[src/rtl/ps2_keyboard_rx.sv]
// ps2_keyboard_rx: PS/2 Set-2 receiver to ASCII; in clock/reset/ps2_clk/ps2_data, out key_reg[7:0], sample (toggle per key), frame_error (pulse)
module ps2_keyboard_rx #(
  parameter int TIMEOUT_CYCLES = 100000
) (
  input  logic       clock,
  input  logic       reset,
  input  logic       ps2_clk,
  input  logic       ps2_data,
  output logic [7:0] key_reg,
  output logic       sample,
  output logic       frame_error
);
  localparam int CW = $clog2(TIMEOUT_CYCLES + 1);
  localparam logic [1:0] IDLE = 2'd0, DATA = 2'd1, PARITY = 2'd2, STOP = 2'd3;
  logic [2:0]    clk_sync_q, clk_sync_d;
  logic [1:0]    data_sync_q, data_sync_d;
  logic [1:0]    state_q, state_d;
  logic [2:0]    bits_q, bits_d;
  logic [7:0]    shreg_q, shreg_d, key_q, key_d, asc;
  logic          par_q, par_d, err_q, err_d, brk_q, brk_d, ext_q, ext_d;
  logic          shift_q, shift_d, sample_q, sample_d;
  logic [CW-1:0] cnt_q, cnt_d;
  logic          fe, din, tmo, good;
  function automatic logic [7:0] to_ascii(input logic [7:0] c, input logic sh);
    logic [7:0] a;
    case (c)
      8'h1C: a = 8'h61; 8'h32: a = 8'h62; 8'h21: a = 8'h63; 8'h23: a = 8'h64;
      8'h24: a = 8'h65; 8'h2B: a = 8'h66; 8'h34: a = 8'h67; 8'h33: a = 8'h68;
      8'h43: a = 8'h69; 8'h3B: a = 8'h6A; 8'h42: a = 8'h6B; 8'h4B: a = 8'h6C;
      8'h3A: a = 8'h6D; 8'h31: a = 8'h6E; 8'h44: a = 8'h6F; 8'h4D: a = 8'h70;
      8'h15: a = 8'h71; 8'h2D: a = 8'h72; 8'h1B: a = 8'h73; 8'h2C: a = 8'h74;
      8'h3C: a = 8'h75; 8'h2A: a = 8'h76; 8'h1D: a = 8'h77; 8'h22: a = 8'h78;
      8'h35: a = 8'h79; 8'h1A: a = 8'h7A;
      8'h45: a = 8'h30; 8'h16: a = 8'h31; 8'h1E: a = 8'h32; 8'h26: a = 8'h33;
      8'h25: a = 8'h34; 8'h2E: a = 8'h35; 8'h36: a = 8'h36; 8'h3D: a = 8'h37;
      8'h3E: a = 8'h38; 8'h46: a = 8'h39;
      8'h29: a = 8'h20; 8'h5A: a = 8'h0D; 8'h66: a = 8'h08;
      default: a = 8'h00;
    endcase
    return (sh && a >= 8'h61 && a <= 8'h7A) ? a - 8'h20 : a;
  endfunction
  assign fe  = clk_sync_q[2] & ~clk_sync_q[1];
  assign din = data_sync_q[1];
  assign tmo = cnt_q == CW'(TIMEOUT_CYCLES);
  assign asc = to_ascii(shreg_q, shift_q);
  always_comb begin
    clk_sync_d  = {clk_sync_q[1:0], ps2_clk};
    data_sync_d = {data_sync_q[0], ps2_data};
    state_d     = state_q;
    bits_d      = bits_q;
    shreg_d     = shreg_q;
    par_d       = par_q;
    cnt_d       = fe ? '0 : tmo ? cnt_q : cnt_q + CW'(1);
    err_d       = 1'b0;
    good        = 1'b0;
    brk_d       = brk_q;
    ext_d       = ext_q;
    shift_d     = shift_q;
    key_d       = key_q;
    sample_d    = sample_q;
    if (fe) begin
      case (state_q)
        IDLE: if (!din) begin
          state_d = DATA;
          bits_d  = 3'd0;
        end
        DATA: begin
          shreg_d = {din, shreg_q[7:1]};
          bits_d  = bits_q + 3'd1;
          state_d = bits_q == 3'd7 ? PARITY : DATA;
        end
        PARITY: begin
          par_d   = din;
          state_d = STOP;
        end
        default: begin
          state_d = IDLE;
          good    = din & (^shreg_q ^ par_q);
          err_d   = ~good;
        end
      endcase
    end else if (state_q != IDLE && tmo) begin
      state_d = IDLE;
      err_d   = 1'b1;
    end
    if (good) begin
      if (shreg_q == 8'hF0) brk_d = 1'b1;
      else if (shreg_q == 8'hE0) ext_d = 1'b1;
      else begin
        if (shreg_q == 8'h12 || shreg_q == 8'h59) shift_d = ~brk_q;
        else if (!brk_q && !ext_q && asc != 8'h00) begin
          key_d    = asc;
          sample_d = ~sample_q;
        end
        brk_d = 1'b0;
        ext_d = 1'b0;
      end
    end
  end
  always_ff @(posedge clock) begin
    if (reset) begin
      clk_sync_q  <= 3'b111;
      data_sync_q <= 2'b11;
      state_q     <= IDLE;
      bits_q      <= 3'd0;
      shreg_q     <= 8'h00;
      par_q       <= 1'b0;
      cnt_q       <= '0;
      err_q       <= 1'b0;
      brk_q       <= 1'b0;
      ext_q       <= 1'b0;
      shift_q     <= 1'b0;
      key_q       <= 8'h00;
      sample_q    <= 1'b0;
    end else begin
      clk_sync_q  <= clk_sync_d;
      data_sync_q <= data_sync_d;
      state_q     <= state_d;
      bits_q      <= bits_d;
      shreg_q     <= shreg_d;
      par_q       <= par_d;
      cnt_q       <= cnt_d;
      err_q       <= err_d;
      brk_q       <= brk_d;
      ext_q       <= ext_d;
      shift_q     <= shift_d;
      key_q       <= key_d;
      sample_q    <= sample_d;
    end
  end
  assign key_reg     = key_q;
  assign sample      = sample_q;
  assign frame_error = err_q;
endmodule

[config.mk]
export PLATFORM = sky130hd
export DESIGN_NAME = ps2_keyboard_rx
export DESIGN_NICKNAME = d
export VERILOG_FILES = /design/src/rtl/ps2_keyboard_rx.sv
export SDC_FILE = /design/constraint.sdc
export NUM_CORES = 1
export LEC_CHECK = 0
export ABC_AREA = 1
export ABC_CLOCK_PERIOD_IN_PS = 2700
export CORE_ASPECT_RATIO = 0.8
export CORE_MARGIN = 5
export CORE_UTILIZATION = 60
export CTS_CLUSTER_SIZE = 30
export DETAILED_ROUTE_END_ITERATION = 8
export PLACE_DENSITY = 0.89
export RECOVER_POWER = 50
export SYNTH_ARGS = -nofsm -noshare
export SYNTH_HDL_FRONTEND = slang
export SYNTH_SLANG_ARGS = --single-unit
[constraint.sdc]
create_clock -name clock -period 2.7 [get_ports clock]
set_input_delay 0.54 -clock clock [delete_from_list [all_inputs] [get_ports clock]]
set_output_delay 0.54 -clock clock [all_outputs]
set_load 0.005 [all_outputs]
---- After elaboration in Yosys (flattened, before gate mapping) ----
Memories as Yosys holds them, arrays and structs flattened. A register that Yosys moved wholly into a read port is not among the register bits.
Cells that the tools add are included.
cells by class
  add/subtract/negate cells ............... 3
  bitwise logic cells ..................... 10
  mux-type cells .......................... 19
  eq/ne operators ......................... 11
  reduce and logical (&&, ||, !) cells .... 24
  magnitude comparators ................... 2
operator list
  kind                     number
  $add A17 B1 Y17 const B  1
  $eq A17 B17 Y1 const B   1
  $eq A8 B8 Y1 const B     2
  $mux W8                  2
  $mux W7                  2
  $reduce_and A2 Y1        5
  $eq A8 B5 Y1 const B     1
  $eq A8 B7 Y1 const B     1
  $ge A8 B7 Y1 const B     1
  $le A8 B7 Y1 const B     1
  $mux W1                  8
  $mux W2                  4
  $reduce_bool A8 Y1       1
  $reduce_xor A8 Y1        1
  $sub A8 B6 Y8 const B    1
  $not A1 Y1               7
  $pmux W2 S3              1
  $pmux W3 S2              1
  $reduce_bool A2 Y1       3
  $logic_and A1 B1 Y1      5
  $reduce_and A5 Y1        1
  $ne A2 B2 Y1 const B     2
  $reduce_and A4 Y1        1
  $add A3 B1 Y3 const B    1
  13 further kinds         15
storage, ports and cells
  register bits after elaboration ......... 49
  bits of input ports ..................... 4
  memories ................................ 1
  logic and storage cells ................. 83
  memory bits (read-only) ................. 896
  output and inout bits ................... 10
memories
  memory           words  width  read ports  clocked after memory_dff  wr ports  line  text
  (no name shown)  128    7      1           1                         0         26    case (c)

---- Logic depth before layout (Yosys ltp) ----
Gate-level depths: netlist of the first run.
  word-level depth ........................ 8
  gate-level depth with buffers ........... 22
  mapped depth without buffers ............ 20

---- Worst setup path before layout of the first run ----
OpenSTA, ideal clock, no wires.
  kind .................................... input to register
  start ................................... input reset
  end ..................................... register (tool-made name)
  setup slack ............................. 0.504 ns
  data required time ...................... 2.587 ns
  library setup time ...................... 0.113 ns
  arrival time ............................ 2.083 ns
  stages on the path ...................... 18
  path buffers ............................ 2
  cells stage by stage .................... buf_2 inv_1 buf_4 nand2_2 inv_1 ha_1 inv_1 nand2_1 nand3_1 nand2_1 nand2_1 nand2_1 nand2_1 nand2_1 nand2_1 nand2_1 nand2_1 nand2_1
RTL lines
  element          line  text
  start, declared  6     input logic reset,

==> reports/results.txt, run 1 <==
Layout Utilization: 65.4%
initial antenna violation count: 0
r2r worst-path depth: 15
antenna viol nets, final: 0
Placement Setup Slack: 0.250 ns
placed inst area: 3750 sq um
Mapped Cells: 516
grt ovf: 0
area leader, netlist: dfxtp_1
Yosys cell types: 44
Slew @ Worst Pin: 0.631 ns
global-route wire length before repair: 13300 microns
Placeable Area: 5820 sq um
largest net degree at the start of global routing: 18
Die Span Y: 78.7 microns
Hold Violations, Final: 0
Final WS setup: 0.261 ns
maximum vdd ir drop: 0.201 mV
total of max-cap violations: 0
Worst slew margin: 57.9%
Starting Density: 60.8%
Setup CP Type: flip-flop to flip-flop
ys async rst share: 0%
GRT Total Usage: 21.5%
Mean Syn Cell Area: 6.86 sq um
die area: 7540 sq um
critical path data required time: 2.96 ns
Peak Freq: 0.410 GHz
Hold Crit Class: flip-flop to flip-flop
RSZ-0062 raised after global routing: false
pwr dens: 359 nW/um^2
LEAKAGE: 1.81 nW
status: finished clean
first-pass iteration count of the detailed router: 5
Clock Path Buffers: 2
TNS Setup: 0 ns
Detailed Route WL: 7420 microns
ratio of final minimum period to clock period: 90.3%
predominant post-synthesis flop cell: dfxtp_1
P&R area growth vs syn: 7.57%
commonest non-fill, non-tap cell in the layout: nand2_1
CTS Sinks: 56
fin crit period: 2.44 ns
Setup crit start kind: flip-flop
drt via density: 5.32
IO Count: 14
Worst setup EP type: flip-flop
clock root buffer master: clkbuf_8
# H-tree levels: 2
Clock Skews: 0.00902 ns
Mapped Area: 3540 sq um
Yosys top cell area share: 31.7%
synthesis-stage register bit count: 56
Max FO, Critical Path: 13
Detailed Route Iter0 Violations: 145
Hold Path Depth: 1
Post-DP HPWL: 5760 microns
Final Power: 0.00137 W
DR WL/cell: 12.1 microns
Die X: 95.9 microns
placement row count: 25
min-delay src: data_sync_q[0]
Reg2Reg Setup Slack: 0.26 ns
number of global-route vias before repair: 3086
WHS Endpoint: data_sync_q[1]
Post-CTS Setup Bufs: 0
Post-synth EDFFs: 0
Worst Path Arrival: 2.70 ns
PostCTS Resize Cnt: 0
# DRC: 0
Synthesized Nets: 544
Final #Nets: 561
final instance area: 3810 sq um
clock-pin slew of the registers on the worst-case setup and hold paths: 0.10 ns
global placer's final weighted congestion: 0.964
hold-fix buffers at CTS: 0
r2r startpoint: state_q[0]
Setup Viol. Count Final: 0
sequential share of the synthesized area: 31.7%
# port buffers: 13
cts bufs inserted: 5
diode count: 0
Worst-Skew Late Latency: 0.32 ns
CTS tree: built
via count: 3269
top cells by area, synth: dfxtp_1, nand2_1, ha_1, nand3_1, inv_1
share of cells above drive strength 1: 8.80%
Synth Warn #: 0
Max Slew Vio Count: 0
most frequent cells in the layout: nand2_1, inv_1, dfxtp_1, nand3_1, nor2_1
## area by class of cell
class | count | area [sq um]
clock inverters | 2 | 13.8
well taps | 81 | 101
fillers | 539 | 2010
flip-flops and latches | 56 | 1120
multi-input cells | 375 | 2030
inverters | 74 | 287
clock buffers | 6 | 72.6
repair buffers | 21 | 179
## cell usage after synthesis (3+ instances only)
| cell | instances |
|---|---|
| nor2_2 | 4 |
| clkbuf_1 | 3 |
| ha_1 | 24 |
| nor2_4 | 6 |
| nand3_2 | 3 |
| or2_2 | 6 |
| buf_6 | 4 |
| nand2_2 | 5 |
| dfxtp_1 | 56 |
| nand4_1 | 11 |
| nand3_1 | 51 |
| nor2_1 | 40 |
| o211ai_1 | 3 |
| nand2_1 | 127 |
| inv_1 | 68 |
| nor3_1 | 7 |
| a21oi_1 | 39 |
| o21ai_0 | 26 |
## worst max-delay path by stage
| stage | end | from | slack [ns] |
|---|---|---|---|
| floorplan | flip-flop | reset | 0.50 |
| global placement | flip-flop | reset | 0.26 |
| detailed placement | flip-flop | reset | 0.25 |
| CTS | flip-flop | state_q[0] | 0.31 |
| global route | flip-flop | state_q[0] | 0.005 |
| finish | flip-flop | state_q[0] | 0.26 |
## cell families after synthesis
family / synth area share (%)
buffers and inverters: 10.4
AOI/OAI and AO/OA: 11.5
and+or+nand+nor: 37.1
adders and majority gates: 8.49
xor gates and xnor gates: 0.743
DFF: 31.7
## per-stage QoR
stage	hold WS [ns]	instances
6_report	0.417	615
5_1_grt	0.450	615
4_1_cts	0.417	615
3_5_place_dp	0.392	607
3_3_place_gp	0.392	607
2_1_floorplan	0.389	516
## layer usage
layer | global-route usage [%] | part of all wire, % | vias up
met5 | 0 | 0 | -
met3 | 3.16 | 5.7 | 15
met4 | 6.53 | 1.6 | 0
met2 | 36.4 | 46 | 95
met1 | 28.0 | 47 | 1466
li1 | - | - | 1693
## worst max-delay path, cell delays in order (launching register included)
cell     delay [ns]
dfxtp_1        0.56
inv_6          0.07
nor2_8         0.11
nand2_4        0.14
o21ai_2        0.20
nand2_2        0.14
inv_1          0.19
ha_1           0.19
inv_1          0.05
nor2_1         0.28
nand2_1        0.09
nand3_1        0.10
nand3_1        0.08
nand2_1        0.07
nand2_1        0.05
nand3_1        0.07
## report_power, final
group           total, W  internal, W  switching [W]
sequential      0.000838     0.000833     0.00000524
clock           0.000473     0.000186       0.000287
combinational  0.0000563    0.0000197      0.0000366
total            0.00137      0.00104       0.000328
No activity file was read; power rests on OpenSTA's default activity.
==> run 2: changes to the inputs <==
- CAP_MARGIN: unset -> 25
==> results of run 2 <==
Same layout as run 1: the final DEF is identical, and so are final timing and power.
